**config.mk**
```make
export PLATFORM = sky130hd
export DESIGN_NAME = gpu_scanout
export DESIGN_NICKNAME = d
export VERILOG_FILES = /design/src/rtl/gpu_scanout.sv
export SDC_FILE = /design/constraint.sdc
export NUM_CORES = 1
export LEC_CHECK = 0
export CAP_MARGIN = 10
export CELL_PAD_IN_SITES_DETAIL_PLACEMENT = 1
export CELL_PAD_IN_SITES_GLOBAL_PLACEMENT = 2
export CORE_MARGIN = 1.5
export CORE_UTILIZATION = 30
export DETAILED_ROUTE_END_ITERATION = 8
export PLACE_DENSITY = 0.92
export SYNTH_ARGS = -nofsm -noshare
export SYNTH_HDL_FRONTEND = slang
export SYNTH_SLANG_ARGS = --single-unit
```
**constraint.sdc**
```tcl
create_clock -name clk -period 3.8 [get_ports clk]
set_input_delay 0.38 -clock clk [delete_from_list [all_inputs] [get_ports clk]]
set_output_delay 0.38 -clock clk [all_outputs]
set_load 0.02 [all_outputs]
```
**src/rtl/gpu_scanout.sv**
```systemverilog
`default_nettype none
// ============================================================================
// gpu_scanout : VGA-style scanout of a ROM image and a RAM image side by side.
// Optional build macro: SCANOUT_BORDER_EN (white 1-px frames around both).
// Rev 1.0
// ============================================================================
module gpu_scanout #(
  parameter int H_ACTIVE = 640,
  parameter int H_FP     = 16,
  parameter int H_SYNC   = 96,
  parameter int H_BP     = 48,
  parameter int V_ACTIVE = 480,
  parameter int V_FP     = 10,
  parameter int V_SYNC   = 2,
  parameter int V_BP     = 33,
  parameter int IMG_SIZE = 256
) (
  input  logic        clk,
  input  logic        rst,
  input  logic [7:0]  GPUData,
  input  logic [7:0]  GPUDataRom,
  output logic [15:0] GPUAddress,
  output logic        hsync,
  output logic        vsync,
  output logic        blank_n,
  output logic [7:0]  r,
  output logic [7:0]  g,
  output logic [7:0]  b,
  output logic        frameStart
);

  localparam int CW     = 12;
  // Equal outer margins, gap between the images is twice the margin.
  localparam int MARGIN = (H_ACTIVE - 2*IMG_SIZE) / 4;
  localparam int WIN_Y  = (V_ACTIVE - IMG_SIZE) / 2;

  localparam logic [CW-1:0] C_H_LAST = CW'(H_ACTIVE + H_FP + H_SYNC + H_BP - 1);
  localparam logic [CW-1:0] C_V_LAST = CW'(V_ACTIVE + V_FP + V_SYNC + V_BP - 1);
  localparam logic [CW-1:0] C_H_ACT  = CW'(H_ACTIVE);
  localparam logic [CW-1:0] C_V_ACT  = CW'(V_ACTIVE);
  localparam logic [CW-1:0] C_HS_BEG = CW'(H_ACTIVE + H_FP);
  localparam logic [CW-1:0] C_HS_END = CW'(H_ACTIVE + H_FP + H_SYNC);
  localparam logic [CW-1:0] C_VS_BEG = CW'(V_ACTIVE + V_FP);
  localparam logic [CW-1:0] C_VS_END = CW'(V_ACTIVE + V_FP + V_SYNC);
  localparam logic [CW-1:0] C_ROM_X0 = CW'(MARGIN);
  localparam logic [CW-1:0] C_ROM_X1 = CW'(MARGIN + IMG_SIZE);
  localparam logic [CW-1:0] C_RAM_X0 = CW'(3*MARGIN + IMG_SIZE);
  localparam logic [CW-1:0] C_RAM_X1 = CW'(3*MARGIN + 2*IMG_SIZE);
  localparam logic [CW-1:0] C_WIN_Y0 = CW'(WIN_Y);
  localparam logic [CW-1:0] C_WIN_Y1 = CW'(WIN_Y + IMG_SIZE);
  localparam logic [15:0]   C_IMG    = 16'(IMG_SIZE);

  typedef enum logic [1:0] {
    CLS_NONE  = 2'd0,
    CLS_ROM   = 2'd1,
    CLS_RAM   = 2'd2,
    CLS_WHITE = 2'd3
  } cls_e;

  logic          phase_q, phase_d;
  logic [CW-1:0] h_q, h_d, v_q, v_d;
  logic [15:0]   addr_q, addr_d;
  cls_e          cls1_q, cls1_d;
  logic          blank1_q, blank1_d, hs1_q, hs1_d, vs1_q, vs1_d;
  logic [7:0]    pix_q, pix_d;
  logic          blank_q, blank_d, hs_q, hs_d, vs_q, vs_d;
  logic          frame_q, frame_d;

  logic          w_in_y, w_rom, w_ram, w_vis, w_border;
  logic [CW-1:0] w_lx, w_ly;
  logic [15:0]   w_addr;
  cls_e          w_cls;

  always_comb begin
    w_in_y = (v_q >= C_WIN_Y0) && (v_q < C_WIN_Y1);
    w_rom  = w_in_y && (h_q >= C_ROM_X0) && (h_q < C_ROM_X1);
    w_ram  = w_in_y && (h_q >= C_RAM_X0) && (h_q < C_RAM_X1);
    w_vis  = (h_q < C_H_ACT) && (v_q < C_V_ACT);
    w_lx   = w_rom ? (h_q - C_ROM_X0) : (h_q - C_RAM_X0);
    w_ly   = v_q - C_WIN_Y0;
    w_addr = (w_rom || w_ram) ? (16'(w_ly) * C_IMG + 16'(w_lx)) : 16'd0;
  end

`ifdef SCANOUT_BORDER_EN
  localparam logic [CW-1:0] C_BY0 = CW'(WIN_Y - 1);
  localparam logic [CW-1:0] C_BY1 = CW'(WIN_Y + IMG_SIZE);
  localparam logic [CW-1:0] C_BR0 = CW'(MARGIN - 1);
  localparam logic [CW-1:0] C_BR1 = CW'(MARGIN + IMG_SIZE);
  localparam logic [CW-1:0] C_BM0 = CW'(3*MARGIN + IMG_SIZE - 1);
  localparam logic [CW-1:0] C_BM1 = CW'(3*MARGIN + 2*IMG_SIZE);
  // Closed ring one pixel outside each window, corners included.
  always_comb begin
    w_border = (v_q >= C_BY0) && (v_q <= C_BY1) && !w_rom && !w_ram &&
               (((h_q >= C_BR0) && (h_q <= C_BR1)) ||
                ((h_q >= C_BM0) && (h_q <= C_BM1)));
  end
`else
  assign w_border = 1'b0;
`endif

  always_comb begin
    w_cls = CLS_NONE;
    if (w_rom)         w_cls = CLS_ROM;
    else if (w_ram)    w_cls = CLS_RAM;
    else if (w_border) w_cls = CLS_WHITE;
  end

  always_comb begin
    phase_d  = ~phase_q;
    h_d      = h_q;
    v_d      = v_q;
    addr_d   = addr_q;
    cls1_d   = cls1_q;
    blank1_d = blank1_q;
    hs1_d    = hs1_q;
    vs1_d    = vs1_q;
    pix_d    = pix_q;
    blank_d  = blank_q;
    hs_d     = hs_q;
    vs_d     = vs_q;
    frame_d  = 1'b0;
    if (phase_q) begin
      if (h_q == C_H_LAST) begin
        h_d = '0;
        v_d = (v_q == C_V_LAST) ? '0 : v_q + 1'b1;
      end else begin
        h_d = h_q + 1'b1;
      end
      frame_d  = (h_q == C_H_LAST) && (v_q == C_V_LAST);
      addr_d   = w_addr;
      cls1_d   = w_cls;
      blank1_d = w_vis;
      hs1_d    = !((h_q >= C_HS_BEG) && (h_q < C_HS_END));
      vs1_d    = !((v_q >= C_VS_BEG) && (v_q < C_VS_END));
      // Second stage: memory data for the stage-1 address has landed by now.
      blank_d  = blank1_q;
      hs_d     = hs1_q;
      vs_d     = vs1_q;
      case (cls1_q)
        CLS_ROM:   pix_d = GPUDataRom;
        CLS_RAM:   pix_d = GPUData;
        CLS_WHITE: pix_d = 8'hFF;
        default:   pix_d = 8'h00;
      endcase
      if (!blank1_q) pix_d = 8'h00;
    end
  end

  always_ff @(posedge clk) begin
    if (rst) begin
      phase_q  <= 1'b0;
      h_q      <= '0;
      v_q      <= '0;
      addr_q   <= '0;
      cls1_q   <= CLS_NONE;
      blank1_q <= 1'b0;
      hs1_q    <= 1'b1;
      vs1_q    <= 1'b1;
      pix_q    <= '0;
      blank_q  <= 1'b0;
      hs_q     <= 1'b1;
      vs_q     <= 1'b1;
      frame_q  <= 1'b0;
    end else begin
      phase_q  <= phase_d;
      h_q      <= h_d;
      v_q      <= v_d;
      addr_q   <= addr_d;
      cls1_q   <= cls1_d;
      blank1_q <= blank1_d;
      hs1_q    <= hs1_d;
      vs1_q    <= vs1_d;
      pix_q    <= pix_d;
      blank_q  <= blank_d;
      hs_q     <= hs_d;
      vs_q     <= vs_d;
      frame_q  <= frame_d;
    end
  end

  assign GPUAddress = addr_q;
  assign hsync      = hs_q;
  assign vsync      = vs_q;
  assign blank_n    = blank_q;
  assign r          = pix_q;
  assign g          = pix_q;
  assign b          = pix_q;
  assign frameStart = frame_q;

endmodule
`default_nettype wire

```
==> out/qor.txt, run 1 <==
Setup Fix Bufs, Post-CTS -> 0
Max Cap Violations -> 0
Synthesized instance count -> 378
Worst skew pair latency -> 0.34 ns
Number of cell rows -> 36
DRC viols -> 0
Iteration-0 DRC count of the detailed router -> 145
Slew Limit Fails -> 0
Via/cell ratio -> 5.01
Vias -> 2794
Setup Viol. Count Final -> 0
Top-area cell type share of the netlist area -> 0.376
TritonCTS clock tree -> yes
Leakage -> 1.45 nW
Power density cells -> 364 nW/um2
RSZ-0062 raised after global routing -> false
Commonest cells post-synth -> dfxtp_1, nand2_1, nor2_1
Register area share after synthesis -> 0.376
Share of cells above drive strength 1 -> 0.0612
Mapped cell area -> 3090 um2
Worst-Margin Slew -> 0.828 ns
Minimum clock period -> 3.51 ns
Final Cycle Share -> 0.922
Non-Filler Instances -> 558
Number of flops mapped to enable cells by yosys -> 0
Synth cell types -> 50
First-pass GRT wire length -> 14600 um
Area growth syn-to-layout -> 28.5%
Max clock buf depth -> 2
Worst EP arrival -> 3.74 ns
Clk slew on worst S/H paths -> 0.07 ns
Fin nets -> 453
Post-DP HPWL -> 6470 um
Status -> finished, final reports clean
Fin. Hold Viols -> 0
Final setup margin -> 0.295 ns
Remaining global-route overflow -> 0
Full die area -> 10900 um2
Startpoint types -> flop
Dpl cells -> 542
Gr usage total -> 0.167
Post-route ant nets -> 0
Initial antenna violation count -> 0
Top_reg_cell synth -> dfxtp_1
Critical path's largest stage delay -> 0.54 ns
Setup CP Type -> reg2reg
H-tree depth -> 3
CP top delay family -> compound AO/OA/AOI/OAI gates
Chip width -> 104 um
Routed WL -> 8840 um
RePlAce Congestion -> 0.869
CP max stage cell -> dfxtp_1
TritonCTS buffer count -> 9
Starting Density -> 0.313
Area leader, netlist -> dfxtp_1
Top-Level Pins -> 62
Max Freq -> 285 MHz
Number of global-route vias before repair -> 2916
Core footprint -> 9860 um2
Wire per inst -> 15.8 um
Post-synth net total -> 411
Most frequent cell after synthesis -> dfxtp_1
CP bufs+invs -> 1
VDD IR max -> 0.000169 V
Clk sinks -> 58
Synthesized area per cell -> 8.18 um2
Cell breakdown of the critical path -> inv_1 > ha_1 > a311o_1 > and4_1 > o22ai_1 > xnor2_1 > ha_1 > a21o_1 > a21o_1 > a21oi_1 > o31ai_1 > xnor2_1 > a22o_1
# diodes -> 0
Largest net degree at the start of global routing -> 26
Port bufs -> 61
Setup crit end kind -> flop
Synth Register Bits -> 58
Fillers -> 1164
DP Worst Slack -> 0.349 ns
Largest fanout on the critical path -> 10
CTS root buf -> clkbuf_8
Hold WC Path Type -> reg2reg
First-pass DRT Iterations -> 4
Yosys warning total -> 0
Relative slew slack -> 0.443
Skew final -> 0.00742 ns
Die Ht -> 104 um
Setup_tns -> 0 ns
Area contributors post-synth -> dfxtp_1, ha_1, nand2_1
Post-synth ARST share -> 0
CP Data Required Time -> 4.03 ns
[metal layers]
layer,vias up,GRT usage,wire [um]
met5,-,0,0
met4,0,0.0754,204
met3,18,0.0313,229
met2,46,0.281,4310
met1,1359,0.206,4090
li1,1371,-,-
[placed cells by master (no fill, tap or decap), types with 2 or more instances in the layout]
| cell | count |
|---|---|
| nor3_1 | 9 |
| o31ai_1 | 3 |
| xnor2_1 | 16 |
| nand4_1 | 9 |
| and3_1 | 4 |
| ha_1 | 14 |
| a21o_1 | 2 |
| xor2_1 | 13 |
| nor4_1 | 2 |
| a22o_1 | 6 |
| a21oi_1 | 29 |
| a211o_1 | 3 |
| clkdlybuf4s50_1 | 61 |
| a22oi_1 | 2 |
| inv_1 | 16 |
| or3_1 | 4 |
| buf_4 | 4 |
| or4_1 | 2 |
| nor2b_1 | 4 |
| nand4b_1 | 2 |
| clkbuf_8 | 10 |
| o21ai_0 | 26 |
| a31oi_1 | 3 |
| nand2_1 | 45 |
| nor2_1 | 40 |
| dfxtp_1 | 58 |
| bufinv_16 | 4 |
| nand2b_1 | 4 |
| nand3_1 | 6 |
| o22ai_1 | 2 |
[flip-flops by register name, indices dropped and copies added (netlist names), 2 cells and up]
name / cells
v_q: 12
b: 8
cls1_q: 2
h_q: 12
GPUAddress: 16
[worst reg2reg max path, delay by kind of cell (launching register included)]
| family | cells | cell delay, ns |
|---|---|---|
| compound gates | 7 | 1.63 |
| flops | 1 | 0.54 |
| fa+ha+maj | 2 | 0.46 |
| xor+xnor | 2 | 0.31 |
| simple gates | 1 | 0.28 |
| buf+inv | 1 | 0.18 |
[stage by stage]
stage	instance area, um2	power [mW]	util	hold WS, ns
after floorplan	3090	0.662	-	0.416
after global placement	3700	0.696	0.375	0.430
after detailed placement	3700	0.698	0.375	0.438
after CTS	3970	1.47	0.402	0.449
after global routing	3970	1.50	0.403	0.474
final	3970	1.45	0.403	0.443
[cell type report]
class,count,area [um2],share of cell area
multi-input combinational,269,1670,0.421
sequential,58,1160,0.292
timing repair buffer,65,641,0.161
tap,133,166,0.0419
clock buffer,11,141,0.0356
clock inverter,5,125,0.0315
inverter,17,63.8,0.0161
[kinds of logic (layout without fill, tap and decap cells)]
| kind of cell | after synthesis | after routing | share of synthesized area |
|---|---|---|---|
| adders and majority gates | 15 | 15 | 0.0632 |
| xor gates and xnor gates | 30 | 30 | 0.0850 |
| AOI/OAI and AO/OA | 83 | 83 | 0.163 |
| buffers and inverters | 51 | 98 | 0.0850 |
| and+or+nand+nor | 139 | 139 | 0.221 |
| DFF | 58 | 58 | 0.376 |
| muxes | 2 | 2 | 0.00688 |
[final timing paths]
check | cells after the start | end | slack (ns) | from
worst max register to register | 13 | GPUAddress[15] | 0.29 | h_q[6]
worst min-delay path | 2 | blank1_q | 0.44 | blank1_q
worst max-delay path | 13 | GPUAddress[15] | 0.29 | h_q[6]
worst min register to register | 2 | blank1_q | 0.44 | blank1_q
[repair_timing]
item                       4_1_cts  5_1_grt
resized for setup                0        1
hold buffers                     0        0
setup endpoints to repair        0        2
[where the power goes]
group	internal (mW)	total [mW]	switching, mW
Clock	0.519	0.763	0.244
Combinational	0.0305	0.0639	0.0335
Sequential	0.615	0.620	0.00554
Power figures use the tool's default switching activity.
==> inputs of run 2 (changes only) <==
Settings changed: CAP_MARGIN 10 to not set.
==> results of run 2 <==
Same layout as run 1: the final DEF is identical, and so are final timing and power.
